===== src/rtl/ctrl_seq_pkg.sv =====
// Shared opcode, ALU, fault and state encodings for the accumulator-processor
// control sequencer.
package ctrl_seq_pkg;

   // Opcode map; anything above OP_LAST is illegal
   localparam int OP_ADD   = 0;
   localparam int OP_LOAD  = 1;
   localparam int OP_STORE = 2;
   localparam int OP_CALL  = 3;
   localparam int OP_RET   = 4;
   localparam int OP_JMP   = 5;
   localparam int OP_JZ    = 6;
   localparam int OP_IN    = 7;
   localparam int OP_OUT   = 8;
   localparam int OP_HALT  = 9;
   localparam int OP_LAST  = 9;

   // ALU operation select
   localparam logic [2:0] ALU_ADD      = 3'd0;
   localparam logic [2:0] ALU_PASS_IR  = 3'd1;
   localparam logic [2:0] ALU_PASS_AC  = 3'd2;
   localparam logic [2:0] ALU_PASS_BUS = 3'd3;

   // Fault causes
   localparam logic [1:0] FLT_NONE      = 2'd0;
   localparam logic [1:0] FLT_ILLEGAL   = 2'd1;
   localparam logic [1:0] FLT_OVERFLOW  = 2'd2;
   localparam logic [1:0] FLT_UNDERFLOW = 2'd3;

   typedef enum logic [3:0] {
      S_F0, S_F1, S_F2, S_F3, S_F4, S_F5, S_F6,
      S_DEC,
      S_E0, S_E1, S_E2, S_E3, S_E4, S_E5,
      S_HALT, S_FAULT
   } state_t;

   // One cycle's worth of datapath strobes plus the ALU select
   typedef struct packed {
      logic       wr_pc;
      logic       re_pc;
      logic       pc_inc;
      logic       re_ir;
      logic       wr_ir;
      logic       re_ma;
      logic       wr_ma;
      logic       re_md;
      logic       wr_md;
      logic       wr_md_mem;
      logic       re_ac;
      logic       wr_ac;
      logic       re_mem;
      logic       wr_mem;
      logic       en_alu;
      logic       re_stck;
      logic       wr_stck;
      logic       re_inpr;
      logic       wr_our;
      logic [2:0] aluop;
   } ctrl_t;

endpackage


===== src/rtl/ctrl_sequencer_stack_counter.sv =====
// Saturating up/down occupancy counter for the hardware return stack.
module stack_counter
   import ctrl_seq_pkg::*;
#(
   parameter  int STK_DEPTH = 8,
   localparam int SPW       = $clog2(STK_DEPTH) + 1
) (
   input  logic           clk,
   input  logic           rst,
   input  logic           push,
   input  logic           pop,
   output logic [SPW-1:0] cnt,
   output logic           full,
   output logic           empty
);

   assign full  = (cnt == SPW'(STK_DEPTH));
   assign empty = (cnt == '0);

   // Count pushes and pops, never wrapping past either end
   always_ff @(posedge clk) begin
      if (rst) begin
         cnt <= '0;
      end else if (push && !pop && !full) begin
         cnt <= cnt + 1'b1;
      end else if (pop && !push && !empty) begin
         cnt <= cnt - 1'b1;
      end
   end

endmodule


===== src/rtl/ctrl_sequencer.sv =====
// Microsequencer producing registered bus strobes for the accumulator
// processor: fetch with memory wait states, decode, per-opcode execute
// sequences, stack-depth tracking, HALT and sticky fault reporting.
module ctrl_sequencer
   import ctrl_seq_pkg::*;
#(
   parameter  int OPW       = 4,
   parameter  int STK_DEPTH = 8,
   localparam int SPW       = $clog2(STK_DEPTH) + 1
) (
   input  logic           clk,
   input  logic           rst,
   input  logic [OPW-1:0] opcode,
   input  logic           mem_rdy,
   input  logic           ac_zero,
   input  logic           flg_i,
   input  logic           flg_o,
   output logic           wr_pc,
   output logic           re_pc,
   output logic           pc_inc,
   output logic           re_ir,
   output logic           wr_ir,
   output logic           re_ma,
   output logic           wr_ma,
   output logic           re_md,
   output logic           wr_md,
   output logic           wr_md_mem,
   output logic           re_ac,
   output logic           wr_ac,
   output logic           re_mem,
   output logic           wr_mem,
   output logic           en_alu,
   output logic           re_stck,
   output logic           wr_stck,
   output logic           re_inpr,
   output logic           wr_ouR,
   output logic [2:0]     aluop,
   output logic [SPW-1:0] stk_cnt,
   output logic           halted,
   output logic           fault,
   output logic [1:0]     fault_code
);

   state_t         state_q, state_d;
   logic           boot_q;
   logic [OPW-1:0] op_q, op_d;
   logic           take_q, take_d;
   logic [1:0]     code_q, code_d;
   logic           halted_q, fault_q;
   ctrl_t          ctl_q, ctl_d;
   logic           push, pop, full, empty;
   logic           illegal;

   assign illegal = (int'(opcode) > OP_LAST);

   stack_counter #(.STK_DEPTH(STK_DEPTH)) u_stack (
      .clk   (clk),
      .rst   (rst),
      .push  (push),
      .pop   (pop),
      .cnt   (stk_cnt),
      .full  (full),
      .empty (empty)
   );

   // Strobes are computed from the next state and registered alongside it.
   // The cycle right after reset is spent with boot_q set so that F0's
   // strobes are emitted in their own cycle instead of being skipped.
   always_ff @(posedge clk) begin
      if (rst) begin
         state_q  <= S_F0;
         boot_q   <= 1'b1;
         op_q     <= '0;
         take_q   <= 1'b0;
         code_q   <= FLT_NONE;
         halted_q <= 1'b0;
         fault_q  <= 1'b0;
         ctl_q    <= '0;
      end else begin
         state_q  <= state_d;
         boot_q   <= 1'b0;
         op_q     <= op_d;
         take_q   <= take_d;
         code_q   <= code_d;
         halted_q <= halted_q | (state_d == S_HALT);
         fault_q  <= fault_q | (state_d == S_FAULT);
         ctl_q    <= ctl_d;
      end
   end

   // Next-state selection, opcode/branch capture at decode and fault cause
   always_comb begin
      state_d = state_q;
      op_d    = op_q;
      take_d  = take_q;
      code_d  = code_q;
      if (state_q == S_DEC) begin
         op_d   = opcode;
         take_d = ac_zero;
      end
      if (boot_q) begin
         state_d = S_F0;
      end else begin
         case (state_q)
            S_F0:  state_d = S_F1;
            S_F1:  state_d = S_F2;
            S_F2:  state_d = S_F3;
            S_F3:  if (mem_rdy) state_d = S_F4;
            S_F4:  state_d = S_F5;
            S_F5:  state_d = S_F6;
            S_F6:  state_d = S_DEC;
            S_DEC: begin
               if (illegal) begin
                  state_d = S_FAULT;
                  code_d  = FLT_ILLEGAL;
               end else if (int'(opcode) == OP_CALL && full) begin
                  state_d = S_FAULT;
                  code_d  = FLT_OVERFLOW;
               end else if (int'(opcode) == OP_RET && empty) begin
                  state_d = S_FAULT;
                  code_d  = FLT_UNDERFLOW;
               end else if (int'(opcode) == OP_HALT) begin
                  state_d = S_HALT;
               end else begin
                  state_d = S_E0;
               end
            end
            S_E0: begin
               case (int'(op_q))
                  OP_IN:   if (flg_i) state_d = S_E1;
                  OP_OUT:  if (flg_o) state_d = S_E1;
                  OP_JZ:   state_d = take_q ? S_E1 : S_F0;
                  default: state_d = S_E1;
               endcase
            end
            S_E1: begin
               case (int'(op_q))
                  OP_RET, OP_JMP, OP_JZ: state_d = S_F0;
                  default:               state_d = S_E2;
               endcase
            end
            S_E2: begin
               case (int'(op_q))
                  OP_IN, OP_OUT: state_d = S_F0;
                  default:       state_d = S_E3;
               endcase
            end
            S_E3: begin
               case (int'(op_q))
                  OP_CALL:         state_d = S_F0;
                  OP_ADD, OP_LOAD: if (mem_rdy) state_d = S_E4;
                  default:         state_d = S_E4;
               endcase
            end
            S_E4:  state_d = S_E5;
            S_E5: begin
               if (int'(op_q) != OP_STORE || mem_rdy) state_d = S_F0;
            end
            S_HALT:  state_d = S_HALT;
            S_FAULT: state_d = S_FAULT;
            default: state_d = S_F0;
         endcase
      end
   end

   // Strobe pattern for the state being entered; stack count moves with it
   always_comb begin
      ctl_d = '0;
      case (state_d)
         S_F0: begin
            ctl_d.re_pc  = 1'b1;
            ctl_d.en_alu = 1'b1;
            ctl_d.aluop  = ALU_PASS_BUS;
         end
         S_F1: ctl_d.wr_ma = 1'b1;
         S_F2: begin
            ctl_d.pc_inc = 1'b1;
            ctl_d.re_ma  = 1'b1;
         end
         S_F3: ctl_d.re_mem    = 1'b1;
         S_F4: ctl_d.wr_md_mem = 1'b1;
         S_F5: begin
            ctl_d.re_md = 1'b1;
            ctl_d.aluop = ALU_PASS_BUS;
         end
         S_F6: ctl_d.wr_ir = 1'b1;
         S_E0: begin
            case (int'(op_d))
               OP_ADD, OP_LOAD, OP_STORE, OP_JMP: begin
                  ctl_d.re_ir = 1'b1;
                  ctl_d.aluop = ALU_PASS_IR;
               end
               OP_JZ: begin
                  if (take_d) begin
                     ctl_d.re_ir = 1'b1;
                     ctl_d.aluop = ALU_PASS_IR;
                  end
               end
               OP_CALL: begin
                  ctl_d.re_pc = 1'b1;
                  ctl_d.aluop = ALU_PASS_BUS;
               end
               OP_RET: begin
                  ctl_d.re_stck = 1'b1;
                  ctl_d.aluop   = ALU_PASS_BUS;
               end
               default: ;
            endcase
         end
         S_E1: begin
            case (int'(op_d))
               OP_ADD, OP_LOAD, OP_STORE: ctl_d.wr_ma = 1'b1;
               OP_CALL:                   ctl_d.wr_stck = 1'b1;
               OP_RET: begin
                  ctl_d.wr_pc   = 1'b1;
                  ctl_d.re_stck = 1'b1;
               end
               OP_JMP, OP_JZ:             ctl_d.wr_pc = 1'b1;
               OP_IN: begin
                  ctl_d.re_inpr = 1'b1;
                  ctl_d.aluop   = ALU_PASS_BUS;
               end
               OP_OUT: begin
                  ctl_d.re_ac = 1'b1;
                  ctl_d.aluop = ALU_PASS_AC;
               end
               default: ;
            endcase
         end
         S_E2: begin
            case (int'(op_d))
               OP_ADD, OP_LOAD, OP_STORE: ctl_d.re_ma = 1'b1;
               OP_CALL: begin
                  ctl_d.re_ir = 1'b1;
                  ctl_d.aluop = ALU_PASS_IR;
               end
               OP_IN:   ctl_d.wr_ac  = 1'b1;
               OP_OUT:  ctl_d.wr_our = 1'b1;
               default: ;
            endcase
         end
         S_E3: begin
            case (int'(op_d))
               OP_ADD, OP_LOAD: ctl_d.re_mem = 1'b1;
               OP_STORE: begin
                  ctl_d.re_ac = 1'b1;
                  ctl_d.aluop = ALU_PASS_AC;
               end
               OP_CALL: ctl_d.wr_pc = 1'b1;
               default: ;
            endcase
         end
         S_E4: begin
            case (int'(op_d))
               OP_ADD: begin
                  ctl_d.wr_md_mem = 1'b1;
                  ctl_d.re_ac     = 1'b1;
                  ctl_d.aluop     = ALU_ADD;
               end
               OP_LOAD: begin
                  ctl_d.wr_md_mem = 1'b1;
                  ctl_d.aluop     = ALU_PASS_IR;
               end
               OP_STORE: ctl_d.wr_md = 1'b1;
               default: ;
            endcase
         end
         S_E5: begin
            case (int'(op_d))
               OP_ADD:   ctl_d.wr_ac = 1'b1;
               OP_LOAD: begin
                  ctl_d.wr_ac = 1'b1;
                  ctl_d.aluop = ALU_PASS_IR;
               end
               OP_STORE: ctl_d.wr_mem = 1'b1;
               default: ;
            endcase
         end
         default: ;
      endcase
      push = ctl_d.wr_stck;
      pop  = ctl_d.re_stck && (state_d == S_E1);
   end

   assign wr_pc      = ctl_q.wr_pc;
   assign re_pc      = ctl_q.re_pc;
   assign pc_inc     = ctl_q.pc_inc;
   assign re_ir      = ctl_q.re_ir;
   assign wr_ir      = ctl_q.wr_ir;
   assign re_ma      = ctl_q.re_ma;
   assign wr_ma      = ctl_q.wr_ma;
   assign re_md      = ctl_q.re_md;
   assign wr_md      = ctl_q.wr_md;
   assign wr_md_mem  = ctl_q.wr_md_mem;
   assign re_ac      = ctl_q.re_ac;
   assign wr_ac      = ctl_q.wr_ac;
   assign re_mem     = ctl_q.re_mem;
   assign wr_mem     = ctl_q.wr_mem;
   assign en_alu     = ctl_q.en_alu;
   assign re_stck    = ctl_q.re_stck;
   assign wr_stck    = ctl_q.wr_stck;
   assign re_inpr    = ctl_q.re_inpr;
   assign wr_ouR     = ctl_q.wr_our;
   assign aluop      = ctl_q.aluop;
   assign halted     = halted_q;
   assign fault      = fault_q;
   assign fault_code = code_q;

endmodule

===== config.mk =====
export PLATFORM = sky130hd
export DESIGN_NAME = ctrl_sequencer
export DESIGN_NICKNAME = d
export VERILOG_FILES = /design/src/rtl/ctrl_seq_pkg.sv /design/src/rtl/ctrl_sequencer_stack_counter.sv /design/src/rtl/ctrl_sequencer.sv
export SDC_FILE = /design/constraint.sdc
export NUM_CORES = 1
export LEC_CHECK = 0
export CAP_MARGIN = 5
export CORE_AREA = 5 5 75 77
export CTS_CLUSTER_DIAMETER = 150
export CTS_CLUSTER_SIZE = 14
export DETAILED_ROUTE_END_ITERATION = 16
export DIE_AREA = 0 0 80 82
export PLACE_DENSITY_LB_ADDON = 0.2
export SLEW_MARGIN = 30
export SYNTH_ARGS = -nofsm -noshare
export SYNTH_HDL_FRONTEND = slang
export SYNTH_SLANG_ARGS = --single-unit

===== constraint.sdc =====
create_clock -name clk -period 3.75 [get_ports clk]
set_input_delay 0.9375 -clock clk [delete_from_list [all_inputs] [get_ports clk]]
set_output_delay 0.9375 -clock clk [all_outputs]
set_load 0.02 [all_outputs]

==> metrics, run 1 <==
TNS Setup=0 ps; Die Ht=82 µm; area of the core=4940 µm²; largest net degree at the start of global routing=17; vias=2338; CTS Buf Count=5; WL/cell=15.7 µm; Int Power=662 µW; CTS sink count=39; die area=6560 µm²; CTS root buffer=clkbuf_8; fin. max-slew vios=0; antenna-violating nets left=0; Row Count=26; drt pass-1 iters=4; critical path class=input port to flip-flop; clock slew at reported path FFs=70 ps; htree depth=2; power density over the cells=287 nW/µm²; first-pass GRT wire length=10600 µm; initial antenna violation count=0; Seq pwr share=48.7%; starting density of the core=44.6%; Final Cycle Share=96.3%; # Max-Cap Violations=0; required time of the critical path=3950 ps; Layout Nets=349; Lkg Pwr=1.15 nW; synthesized instance count=270; top cells by area, synth=dfxtp_1 35%, nor2_1 6.3%, a21oi_1 4.5%; Relative slew margins=62.3%; Synth warnings=0; GR Util All Layers=20.7%; # IOs=40; CP Launch Type=input port; vias per cell=5.74; filler instances=460; Finish-stage setup viols=0; Post-synth EDFFs=0; Synth top area share=35.4%; CTS tree=built; CTS Hold Bufs=0; Synth Area per Inst=8.16 µm²; crit-path max FO=5; Final HPWL DP=4770 µm; Max Buffers Root-to-Sink=2; Net Count, Synth=283; Antenna Cells=0; Fin Clk Skew=6.88 ps; routed wire length=6400 µm; WP data arrival=3810 ps; Worst Max-Slew Pin Slew=564 ps; Hold Crit Class=flip-flop to flip-flop; Clk pwr share=40.4%; Seq/Total Area, Yosys=35.4%; outcome=finished clean; grt ovf=0; FFs w/ async S/R, synth=0%; vias in the first global route=2242; gp weighted congestion=0.942; fmax=0.277 GHz; final hold viol count=0; most common cell after layout, fill and taps aside=dfxtp_1; minimum clock period=3610 ps; net switching power=210 µW; layout cells sized above 1=19.6%; Post-Syn Area=2200 µm²; Netlist cell types=60; VDD IR-drop max=0.270 mV; Synth Flop Type=dfxtp_1; initial drt markers=107; number of synthesized register bits=39; commonest cells after routing, fill and taps aside=39 x dfxtp_1, 37 x nor2_1, 36 x buf_4; Hold WS=486 ps; Area growth, synth to finish=38.0%; I/O Buffers=38; later-pin clock latency in the skew report=300 ps; Crit. End Element=flip-flop; Logic pwr share=10.9%; Net Sw Frac=24.1%; die width=80 µm; largest area contributor in the netlist=dfxtp_1; drt drc=0
## final timing paths
kind	start	to	slack [ps]	cells after the start
setup reg to reg	op_q[1]	u_stack.cnt[3]	510	13
hold reg to reg	halted	halted	490	2
setup / recovery	opcode[1]	u_stack.cnt[3]	140	15
hold / removal	halted	halted	490	2
## cell families (layout without fill, tap and decap cells)
kind of cell / after synthesis / count (layout) / share of synthesized area, %
DFF: 39 / 39 / 35.4
muxes: 11 / 11 / 5.22
AOI/OAI and AO/OA: 71 / 71 / 21.0
xor gates and xnor gates: 1 / 1 / 0.398
buffers and inverters: 20 / 87 / 4.49
other: 1 / 1 / 0.170
and+or+nand+nor: 124 / 124 / 31.3
adders and majority gates: 3 / 3 / 2.04
## registers in the layout, indices dropped and copies added, names as in the netlist, 2 cells and up
name / cells
aluop: 2
fault_code: 2
op_q: 4
state_q: 4
u_stack.cnt: 4
## layout make-up
type / instances / area, µm² / share of cell area, %
Clock inverter: 3 / 43.8 / 1.44
Multi-Input combinational cell: 211 / 1390 / 45.7
Tap cell: 70 / 87.6 / 2.88
Inverter: 5 / 18.8 / 0.617
Sequential cell: 39 / 781 / 25.7
Clock buffer: 5 / 68.8 / 2.26
Timing Repair Buffer: 74 / 653 / 21.5
## cells in the mapped netlist (all sizes together), types with 4 or more instances
| cell type | count |
|---|---|
| a31oi | 5 |
| clkbuf | 8 |
| o21ai | 15 |
| inv | 5 |
| nand2 | 25 |
| mux2i | 7 |
| nor3 | 11 |
| nor2 | 37 |
| dfxtp | 39 |
| nand3 | 7 |
| mux2 | 4 |
| nand2b | 5 |
| buf | 7 |
| o31ai | 4 |
| and3 | 4 |
| and2 | 5 |
| a21oi | 20 |
## layer usage
metal | part of all wire [%] | track usage (%) | vias up
met5 | 0 | 0 | -
met4 | 1.5 | 7.77 | 0
met3 | 5.3 | 4.06 | 10
met2 | 49 | 33.5 | 81
met1 | 44 | 27.1 | 1121
li1 | - | - | 1126
## worst max-delay path: stages
cell and delay, ps:
dlygate4sd2_1 280, buf_4 170, o31ai_4 270, o21ai_1 130
o311ai_2 330, nand2_2 130, nor4_4 340, nand3_2 110
ha_1 280, a21o_1 180, a21oi_2 140, nand2_1 80
o22ai_1 130, a21oi_1 90, a311oi_1 230
## repair_timing
| action | CTS | global route |
|---|---|---|
| buffers inserted | 1 | 1 |
| pin swaps | 4 | 9 |
| endpoints found under the setup margin | 1 | 1 |
| hold endpoints to repair | 0 | 0 |
| gates resized for setup | 5 | 12 |
## per-stage QoR
step | setup slack [ps] | instances | util [%] | power (mW) | cell area, µm²
6_report | 139 | 407 | 61.5 | 0.873 | 3040
5_1_grt | -10.2 | 407 | 61.5 | 0.907 | 3040
4_1_cts | 21.7 | 406 | 60.2 | 0.876 | 2980
3_5_place_dp | -431 | 397 | 57.6 | 0.524 | 2850
3_3_place_gp | -317 | 397 | 57.6 | 0.523 | 2850
2_1_floorplan | 18.5 | 270 | - | 0.479 | 2200
## power by group through the flow
stage / clock network (mW) / registers (mW) / logic, mW
after detailed placement: 0 / 0.435 / 0.0887
after floorplan: 0 / 0.437 / 0.0420
after CTS: 0.360 / 0.425 / 0.0908
final: 0.352 / 0.425 / 0.0949
after global routing: 0.379 / 0.426 / 0.102
after global placement: 0 / 0.435 / 0.0881
No activity file was read; power rests on OpenSTA's default activity.
==> run 2: changes to the inputs <==
--- a/config.mk
+++ b/config.mk
@@ -12,6 +12,7 @@
 export DETAILED_ROUTE_END_ITERATION = 16
 export DIE_AREA = 0 0 80 82
 export PLACE_DENSITY_LB_ADDON = 0.2
+export SETUP_SLACK_MARGIN = 0.05
 export SLEW_MARGIN = 30
 export SYNTH_ARGS = -nofsm -noshare
 export SYNTH_HDL_FRONTEND = slang
==> run 2 against run 1 <==
Effect of this change: non-clock buffer count up 4; setup slack improved by 92 ps; flip-flop and latch count did not move; clock skew is 1.6 ps lower; critical path depth is the same; register-to-register slack worse by 230 ps; clock power down 23%; wire length fell by 0.78%; maximum frequency increased by 2.6%; largest cell class unchanged; highest routed layer unchanged.
==> metrics, run 2 (synthesis gave the netlist of run 1 again) <==
outcome=finished clean; die width=80 µm (unchanged); antenna-violating nets left=0 (unchanged); CTS root buffer=clkbuf_8; clock slew at reported path FFs=80 ps (about the same); CP Launch Type=input port; GRT busiest layer=met2; routed wire length=6350 µm (-0.78%); biggest regs=op_q: 4 flops, state_q: 4 flops, u_stack.cnt: 4 flops; power density over the cells=258 nW/µm² (-10%); Die Ht=82 µm (unchanged); Lkg Pwr=1.15 nW (about the same); FF+latch area=781 µm² (unchanged); met1 GRT Util=27.3% (+0.13 points); VDD IR-drop max=0.218 mV (-19%); crit-path cells=buf_6, or4_4, buf_6, nand4_1, o211a_1, nand2_2, nor4_4, nand3_2, ha_4, a21o_1, a21oi_2, nand2_1, o22ai_1, a21oi_1, a311oi_1; vias in the first global route=2200 (-1.9%); largest net degree at the start of global routing=17 (unchanged); Max Buffers Root-to-Sink=2 (unchanged); critical path class=input port to flip-flop; drt drc=0 (unchanged); crit-path max FO=2 (-3); Area growth, synth to finish=39.4%; Slowest cell on crit path=or4_4; die area=6560 µm² (unchanged); Row Count=26 (unchanged); grt ovf=0 (unchanged); first-pass GRT wire length=10400 µm (-1.6%); Layout Nets=353 (+1.1%); Finish-stage setup viols=0 (unchanged); # IOs=40 (unchanged); fmax=0.284 GHz (+2.6%); flop2flop setup slack=280 ps (-230 ps); CP most frequent cell=buf_6; Antenna Cells=0 (unchanged); CTS sink count=39 (unchanged); layout cells sized above 1=22.3% (+2.7 points); Crit. End Element=flip-flop; vias=2284 (-2.3%); Worst path top cell family by delay=simple AND/OR/NAND/NOR gates; filler instances=429 (-6.7%); gp weighted congestion=0.934 (-0.82%); largest stage delay on the critical path=530 ps (+190 ps); CP bufs+invs=2 (unchanged); final hold viol count=0 (unchanged); dpl ws=-492 ps (-60.8 ps); unrepaired setup endpoints after global routing=yes; setup ws final=231 ps (+91.8 ps); drt pass-1 iters=4 (unchanged); Relative slew margins=56.9% (-5.4 points); M2 GR Usage=32.4% (-1.2 points); fin area=3070 µm² (+0.95%); final core occ=62.1% (+0.58 points); initial drt markers=133 (+24%); # Max-Cap Violations=0 (unchanged); initial antenna violation count=0 (unchanged); WL/cell=15.4 µm (-1.7%); Fin Clk Skew=5.28 ps (-1.60 ps); CTS Buf Count=5 (unchanged); placed instance area=2840 µm² (-0.35%); Hold WS=480 ps (-5.64 ps); commonest cells after routing, fill and taps aside=39 x dfxtp_1, 38 x buf_4, 37 x nor2_1; minimum clock period=3520 ps (-91.7 ps); GRT met3 Usage=3.73% (-0.33 points); htree depth=2 (unchanged); vias per cell=5.56 (-3.3%); CTS tree=built; area taken by multi-input logic gates=1420 µm² (+2.3%); most common cell after layout, fill and taps aside=dfxtp_1; WP data arrival=3710 ps (-100 ps); starting density of the core=44.6% (unchanged); GR Util All Layers=20.1% (-0.58 points); later-pin clock latency in the skew report=290 ps (about the same); I/O Buffers=38 (unchanged); required time of the critical path=3940 ps (about the same); Worst Max-Slew Pin Slew=641 ps (+77.3 ps); fin. max-slew vios=0 (unchanged); Hold Crit Class=flip-flop to flip-flop; Final Cycle Share=93.8% (-2.4 points); TNS Setup=0 ps (unchanged); area of the core=4940 µm² (unchanged); Final HPWL DP=4620 µm (-3.1%)
-- run 2: cell types whose count changed in the layout (fill, tap and decap cells not counted), sizes merged --
| cell | change |
|---|---|
| clkdlybuf4s50 | -1 |
| dlygate4sd2 | -2 |
| buf | +5 |
| dlymetal6s2s | -1 |
| clkinvlp | +1 |
| clkinv | -1 |
| clkbuf | +4 |
| bufinv | -1 |
-- run 2: worst paths after layout --
kind | cells after the start | startpoint | end
worst max register to register | 13 | state_q[3] | u_stack.cnt[3]
worst max-delay path | 15 | mem_rdy | u_stack.cnt[3]
worst min register to register | 2 | fault_code[0] | fault_code[0]
worst min-delay path | 2 | fault_code[0] | fault_code[0]
-- run 2: final cells by class --
type	count	share of cell area [%]
Multi-Input combinational cell	211	46.3
Sequential cell	39	25.4
Timing Repair Buffer	78	22.0
Tap cell	70	2.85
Clock buffer	6	2.36
Inverter	5	0.611
Clock inverter	2	0.407
-- run 2: where the power goes --
| part | leakage, nW | total (mW) | switching, mW | internal, mW |
|---|---|---|---|---|
| Clock | 0.0412 | 0.272 | 0.142 | 0.130 |
| Combinational | 0.790 | 0.0959 | 0.0501 | 0.0457 |
| Sequential | 0.316 | 0.426 | 0.00556 | 0.420 |
| Total | 1.15 | 0.793 | 0.198 | 0.596 |
-- run 2: worst reg2reg max path: stages (launching register included) --
cell and delay (ps):
dfxtp_1 680, nand4bb_1 260, o32ai_1 390, a31oi_1 120, a41o_1 300, nor4_4 310
nand3_2 150, ha_4 260, a21o_1 160, a21oi_2 170, nand2_1 90, o22ai_1 140
a21oi_1 80, a311oi_1 280
-- run 2: per-stage QoR --
stage          power, mW  instances
4_1_cts            0.796        406
5_1_grt            0.825        411
3_5_place_dp       0.522        395
6_report           0.793        411
3_3_place_gp       0.522        395
2_1_floorplan      0.479        270
-- run 2: per-layer routing --
layer  routed length, µm  up-vias
met4                  82        0
met2                3040       60
li1                    -     1132
met5                   0        -
met1                2930     1082
met3                 298       10
-- run 2: repair_timing --
action,CTS,global route
pin swaps,8,15
resized for setup,16,16
buffers inserted,3,5
endpoints found under the setup margin,1,2
hold buffers,0,0
